### src/rtl/row_frame_ctrl_pkg.sv
// Shared types and constants for the row framebuffer controller and its scanner.
// Enum literals carry a prefix so they never collide with the BLANK/DWELL timing parameters.
package frame_pkg;

   localparam int ROWS  = 8;
   localparam int COLS  = 8;
   localparam int ROW_W = $clog2(ROWS);

   typedef enum logic {
      SCAN_BLANK,
      SCAN_SHOW
   } scan_state_e;

   typedef enum logic {
      CLR_IDLE,
      CLR_SWEEP
   } clr_state_e;

   function automatic logic [ROWS-1:0] rowOneHot(input logic [ROW_W-1:0] row);
      return ROWS'(1) << row;
   endfunction

endpackage

### src/rtl/row_frame_ctrl_scanner.sv
// Row scanner: alternates BLANK and SHOW phases, walking the row pointer 0..7 and
// snapshotting the addressed framebuffer row on every SHOW entry.
module row_scanner
   import frame_pkg::*;
#(
   parameter int DWELL = 1024,
   parameter int BLANK = 4
) (
   input  logic             clk,
   input  logic             reset_n,
   output logic [ROW_W-1:0] rd_row,
   input  logic [COLS-1:0]  rd_data,
   output logic [ROWS-1:0]  row_sel,
   output logic [COLS-1:0]  col_data,
   output logic             frame_tick
);

   localparam int MAXC = (DWELL > BLANK) ? DWELL : BLANK;
   localparam int CW   = $clog2(MAXC + 1);
   localparam logic [CW-1:0] DWELL_LAST = CW'(DWELL - 1);
   localparam logic [CW-1:0] BLANK_LAST = CW'(BLANK - 1);
   localparam logic [CW-1:0] DWELL_PREV = (DWELL > 1) ? CW'(DWELL - 2) : '0;
   localparam logic [ROW_W-1:0] LAST_ROW = ROW_W'(ROWS - 1);

   scan_state_e      state_q;
   logic [CW-1:0]    cnt_q;
   logic [ROW_W-1:0] ptr_q;
   logic [ROWS-1:0]  rowSel_q;
   logic [COLS-1:0]  colData_q;
   logic             tick_q;
   logic             tick_d;

   // The tick is registered, so it is raised one edge early: when the coming cycle
   // will be the final SHOW cycle of the last row.
   always_comb begin
      tick_d = 1'b0;
      if (ptr_q == LAST_ROW) begin
         if (DWELL == 1)
            tick_d = (state_q == SCAN_BLANK) && (cnt_q == BLANK_LAST);
         else
            tick_d = (state_q == SCAN_SHOW) && (cnt_q == DWELL_PREV);
      end
   end

   always_ff @(posedge clk or negedge reset_n) begin
      if (!reset_n) begin
         state_q   <= SCAN_BLANK;
         cnt_q     <= '0;
         ptr_q     <= '0;
         rowSel_q  <= '0;
         colData_q <= '0;
         tick_q    <= 1'b0;
      end else begin
         tick_q <= tick_d;
         case (state_q)
            SCAN_BLANK: begin
               if (cnt_q == BLANK_LAST) begin
                  state_q   <= SCAN_SHOW;
                  cnt_q     <= '0;
                  rowSel_q  <= rowOneHot(ptr_q);
                  colData_q <= rd_data;
               end else begin
                  cnt_q <= cnt_q + CW'(1);
               end
            end
            SCAN_SHOW: begin
               if (cnt_q == DWELL_LAST) begin
                  state_q   <= SCAN_BLANK;
                  cnt_q     <= '0;
                  rowSel_q  <= '0;
                  colData_q <= '0;
                  ptr_q     <= ptr_q + ROW_W'(1);
               end else begin
                  cnt_q <= cnt_q + CW'(1);
               end
            end
         endcase
      end
   end

   assign rd_row     = ptr_q;
   assign row_sel    = rowSel_q;
   assign col_data   = colData_q;
   assign frame_tick = tick_q;

endmodule

### src/rtl/row_frame_ctrl.sv
// Framebuffer owner: applies row writes, runs the 8-cycle clear sweep, parks colliding
// writes in a one-deep pending register, and feeds the row scanner.
module row_frame_ctrl
   import frame_pkg::*;
#(
   parameter int DWELL = 1024,
   parameter int BLANK = 4
) (
   input  logic             clk,
   input  logic             reset_n,
   input  logic             wr_strobe,
   input  logic [ROW_W-1:0] wr_row,
   input  logic [COLS-1:0]  wr_val,
   input  logic             clr_req,
   output logic             clr_busy,
   output logic [ROWS-1:0]  row_sel,
   output logic [COLS-1:0]  col_data,
   output logic             frame_tick
);

   localparam logic [ROW_W-1:0] LAST_ROW = ROW_W'(ROWS - 1);

   logic [COLS-1:0]  fb_q [ROWS];
   clr_state_e       clrState_q;
   logic [ROW_W-1:0] sweepIdx_q;
   logic             clrBusy_q;
   logic             pendValid_q;
   logic [ROW_W-1:0] pendRow_q;
   logic [COLS-1:0]  pendVal_q;
   logic [ROW_W-1:0] rdRow;
   logic [COLS-1:0]  rdData;

   // Writes reach the framebuffer only in IDLE with no clear request; otherwise they
   // are parked. A parked write drains first so a same-cycle write to that row wins.
   always_ff @(posedge clk or negedge reset_n) begin
      if (!reset_n) begin
         clrState_q  <= CLR_IDLE;
         sweepIdx_q  <= '0;
         clrBusy_q   <= 1'b0;
         pendValid_q <= 1'b0;
         pendRow_q   <= '0;
         pendVal_q   <= '0;
         for (int i = 0; i < ROWS; i++)
            fb_q[i] <= '0;
      end else begin
         case (clrState_q)
            CLR_IDLE: begin
               if (clr_req) begin
                  clrState_q <= CLR_SWEEP;
                  sweepIdx_q <= '0;
                  clrBusy_q  <= 1'b1;
                  if (wr_strobe) begin
                     pendValid_q <= 1'b1;
                     pendRow_q   <= wr_row;
                     pendVal_q   <= wr_val;
                  end
               end else begin
                  if (pendValid_q) begin
                     fb_q[pendRow_q] <= pendVal_q;
                     pendValid_q     <= 1'b0;
                  end
                  if (wr_strobe)
                     fb_q[wr_row] <= wr_val;
               end
            end
            CLR_SWEEP: begin
               fb_q[sweepIdx_q] <= '0;
               sweepIdx_q       <= sweepIdx_q + ROW_W'(1);
               if (sweepIdx_q == LAST_ROW) begin
                  clrState_q <= CLR_IDLE;
                  clrBusy_q  <= 1'b0;
               end
               if (wr_strobe) begin
                  pendValid_q <= 1'b1;
                  pendRow_q   <= wr_row;
                  pendVal_q   <= wr_val;
               end
            end
         endcase
      end
   end

   assign rdData   = fb_q[rdRow];
   assign clr_busy = clrBusy_q;

   row_scanner #(
      .DWELL (DWELL),
      .BLANK (BLANK)
   ) uScanner (
      .clk        (clk),
      .reset_n    (reset_n),
      .rd_row     (rdRow),
      .rd_data    (rdData),
      .row_sel    (row_sel),
      .col_data   (col_data),
      .frame_tick (frame_tick)
   );

endmodule

### config.mk
export PLATFORM = sky130hd
export DESIGN_NAME = row_frame_ctrl
export DESIGN_NICKNAME = d
export VERILOG_FILES = /design/src/rtl/row_frame_ctrl_pkg.sv /design/src/rtl/row_frame_ctrl_scanner.sv /design/src/rtl/row_frame_ctrl.sv
export SDC_FILE = /design/constraint.sdc
export NUM_CORES = 1
export LEC_CHECK = 0
export BUFFER_PORTS_ARGS = -buffer_cell sky130_fd_sc_hd__buf_2
export CORE_UTILIZATION = 45
export CTS_CLUSTER_DIAMETER = 60
export DETAILED_ROUTE_END_ITERATION = 10
export PLACE_DENSITY = 0.66
export REMOVE_ABC_BUFFERS = 1
export SLEW_MARGIN = 30
export SYNTH_ARGS = -nofsm -noshare
export SYNTH_HDL_FRONTEND = slang
export SYNTH_SLANG_ARGS = --single-unit
### constraint.sdc
create_clock -name clk -period 1.9 [get_ports clk]
set_clock_uncertainty 0.15 [all_clocks]
set_input_delay 0.57 -clock clk [delete_from_list [all_inputs] [get_ports clk]]
set_output_delay 0.57 -clock clk [all_outputs]
set_load 0.02 [all_outputs]
==> metrics.md <==
| Metric | Value |
|---|---|
| Tot GR Track Use | `26.8%` |
| Synth Area in Adders | `~2.2%` |
| CTS Sinks | `113` |
| Crit-path slowest cell | `or4b_2` |
| Crit path cell chain | `or4b_2 -> nand2_1 -> a31oi_1 -> a21o_1` |
| Remaining DRCs | `0` |
| DR WL/cell | `20.9 microns` |
| R2R depth | `4` |
| Die height | `120 microns` |
| Status | `complete, no violations` |
| Mux cell area share after synthesis | `13.0%` |
| Critical Path RT | `around 2.1 ns` |
| Nets | `713` |
| Post-route insts no fill | `between 800 and 900` |
| Endpoints failing setup | `0` |
| Commonest non-fill, non-tap cell in the layout | `dfrtp_1` |
| Layout cell share with drive strength beyond 1 | `23.0%` |
| Antenna cells | `0` |
| Synthesis-stage register bit count | `113` |
| Vias in the first global route | `about 5400` |
| Seq/Total Area, Yosys | `about 45%` |
| H-tree depth | `4` |
| Pleak | `3.66 nW` |
| Largest net degree at the start of global routing | `33` |
| Compound-Gate Fraction of Synth Area | `roughly 22%` |
| Crit. End Element | `flip-flop` |
| Critical path class | `flip-flop to flip-flop` |
| Crit Path Max Fanout | `8` |
| Worst path max stage delay | `0.78 ns` |
| IO Pins | `33` |
| Tcrit/Tclk final | `98.2%` |
| Aggregate global routing overflow | `0` |
| Initial Util | `46.8%` |
| Synth Warn # | `0` |
| Max-Slew Margin vs Limit | `47.4%` |
| Die area | `0.0145 sq mm` |
| Hold Crit Class | `input pin to flip-flop` |
| Library cells used by synthesis | `43` |
| Core Region | `between 0.01 and 0.015 sq mm` |
| Total Wirelength | `18300 microns` |
| Clock buffer depth | `2` |
| Clock-pin slew on the worst setup and hold paths | `about 0.05 ns` |
| Largest family of logic cells by synthesized area | `compound AO/OA/AOI/OAI gates` |
| Peak VDD IR | `0.760 mV` |
| Root Buffer | `clkbuf_16` |
| RSZ-0062 raised after global routing | `yes` |
| Synthesized area per cell | `9.95 sq um` |
| CTS tree | `yes` |
| Port bufs | `32` |
| Hold Path Cell Cnt | `2` |
| Startpoint types | `flip-flop` |
| Final hold viol count | `0` |
| Clock Latency Late Sink | `between 0.4 and 0.5 ns` |
| Min Clock Period, post-route | `1.87 ns` |
| Area share of xor/xnor cells in the synthesized design | `around 1.4%` |
| Critical Path AT | `2.03 ns` |
| Die X | `120 microns` |
| Initial antenna violation count | `0` |
| Achievable Freq | `536 MHz` |
| Max-Cap Viols | `0` |
| CTS Buf Count | `17` |
| Max-slew violations | `0` |
| Cell Area, Synth | `0.00630 sq mm` |
| Iter 0 DRT Violations | `~580` |
| Global-route wire length before repair | `29100 microns` |
| Post-layout util | `a little under three fifths` |
| Area grow syn2layout | `21.8%` |
| Row cnt | `between 40 and 50` |
| Pre-antenna DRT Iters | `5` |
| Syn Inst Count | `633` |
| Synth Area in Simple Gates | `12.8%` |
| Pwr per Cell Area | `1320 mW/mm^2` |
| Final antenna-violating net count | `0` |
| Final GP Congestion | `0.879` |
| Most frequent cells in the layout | `dfrtp_1 (113), nand2_1 (93), o21ai_0 (72)` |
| # placed instances | `839` |
| DR vias | `about 5500` |
| Via/cell ratio | `6.26` |
| Final HPWL DP | `~12000 microns` |
| Slew @ Worst Pin | `0.779 ns` |
cells by family (layout without fill, tap and decap cells):
| kind of cell | Yosys count | count (layout) |
|---|---|---|
| AOI/OAI and AO/OA | 224 | 224 |
| xor gates and xnor gates | 10 | 10 |
| adders and majority gates | 11 | 11 |
| buffers and inverters | 54 | 121 |
| DFF | 113 | 113 |
| muxes | 60 | 60 |
| and+or+nand+nor | 161 | 161 |
routing by layer:
| layer | global-route usage (%) | vias up | wire (microns) |
|---|---|---|---|
| li1 | - | 2449 | - |
| met1 | 35.9 | 2729 | 7770 |
| met2 | 40.6 | 249 | 8380 |
| met3 | 5.99 | 53 | 1370 |
| met4 | 14.2 | 0 | 758 |
| met5 | 0 | - | 0 |
where the power goes:
part / switching, mW / internal [mW] / total (mW) / leakage, nW
Combinational: 1.43 / 1.20 / 2.63 / 1.86
Sequential: 0.773 / 3.05 / 3.82 / 1.48
Clock: 1.13 / 2.52 / 3.65 / 0.320
critical path: cells and delay by family, from the launching register on:
| kind | cells | cell delay (ns) |
|---|---|---|
| AND/OR/NAND/NOR | 2 | 0.91 |
| flip-flops | 1 | 0.44 |
| AO/OA/AOI/OAI | 2 | 0.25 |
cell type report:
class | instances | area [sq um]
clock buffers | 22 | 464
clock inverters | 10 | 205
fillers | 1180 | 5780
inverters | 5 | 18.8
multi-input cells | 466 | 3320
flip-flops and latches | 113 | 2830
well taps | 176 | 220
repair buffers | 84 | 613
cell usage after synthesis, drive strengths merged:
master | n | share of area [%]
nor4 | 3 | 0.30
a41oi | 1 | 0.14
nand3 | 9 | 0.79
nand4bb | 3 | 0.54
and4 | 3 | 0.42
dfrtp | 113 | 45
and2 | 1 | 0.14
mux4 | 16 | 5.7
nor4bb | 3 | 0.48
o2bb2ai | 8 | 1.1
xnor2 | 4 | 0.56
or4 | 1 | 0.18
mux2 | 12 | 2.1
ha | 11 | 2.2
nor2b | 3 | 0.30
mux2i | 32 | 5.1
inv | 5 | 0.30
and4b | 3 | 0.48
nand2b | 3 | 0.30
and3 | 2 | 0.20
a22o | 2 | 0.28
o22ai | 1 | 0.099
o41ai | 1 | 0.14
or4b | 2 | 0.32
a21o | 65 | 7.7
nand2 | 93 | 5.5
o21ai | 74 | 6.0
a31oi | 44 | 4.4
nor4b | 1 | 0.24
xor2 | 6 | 0.83
buf | 12 | 1.1
clkbuf | 37 | 2.2
nand4 | 7 | 0.70
nand4b | 6 | 0.83
nor2 | 17 | 1.0
nor3 | 1 | 0.079
a21oi | 28 | 2.2
registers in the layout (all words and copies together) (netlist names):
register	count
pendRow_q	3
uScanner.rd_row	3
uScanner.col_data	8
sweepIdx_q	3
uScanner.cnt_q	11
fb_q	64
pendVal_q	8
clrState_q	1
pendValid_q	1
uScanner.frame_tick	1
uScanner.state_q	1
clr_busy	1
uScanner.row_sel	8
path summary, 6_finish.rpt:
path | start | to | slack [ns]
min reg2reg | uScanner.col_data[7]$_DFFE_PN0P_ | uScanner.col_data[7]$_DFFE_PN0P_ | 0.34
max in group asynchronous | reset_n | fb_q[28]$_DFFE_PN0P_ | 0.61
min in group asynchronous | reset_n | uScanner.cnt_q[8]$_DFF_PN0_ | 0.47
min | clr_req | sweepIdx_q[1]$_DFFE_PN0N_ | 0.27
max | pendRow_q[0]$_DFFE_PN0P_ | fb_q[56]$_DFFE_PN0P_ | 0.03
max reg2reg | pendRow_q[0]$_DFFE_PN0P_ | fb_q[56]$_DFFE_PN0P_ | 0.03
stage by stage:
stage | setup slack, ns | setup TNS, ns | hold slack, ns | power, mW | cell area (sq um)
2_1_floorplan | -1.30 | -88.00 | 0.124 | 5.24 | 6090
3_3_place_gp | -0.100 | -1.43 | 0.314 | 6.16 | 6900
3_5_place_dp | -0.195 | -2.82 | 0.327 | 6.31 | 6900
4_1_cts | 0.000299 | 0 | 0.269 | 9.99 | 7580
5_1_grt | -0.0169 | -0.0757 | 0.280 | 10.6 | 7670
6_report | 0.0346 | 0 | 0.270 | 10.1 | 7670
what timing repair did:
| action | CTS | global route |
|---|---|---|
| hold buffers | 1 | 0 |
| gates resized for setup | 1 | 8 |
| setup buffers | 0 | 4 |
| endpoints found under the hold margin | 23 | 0 |
| pin swaps | 1 | 2 |
| endpoints found under the setup margin | 4 | 70 |
Power figures use the tool's default switching activity.
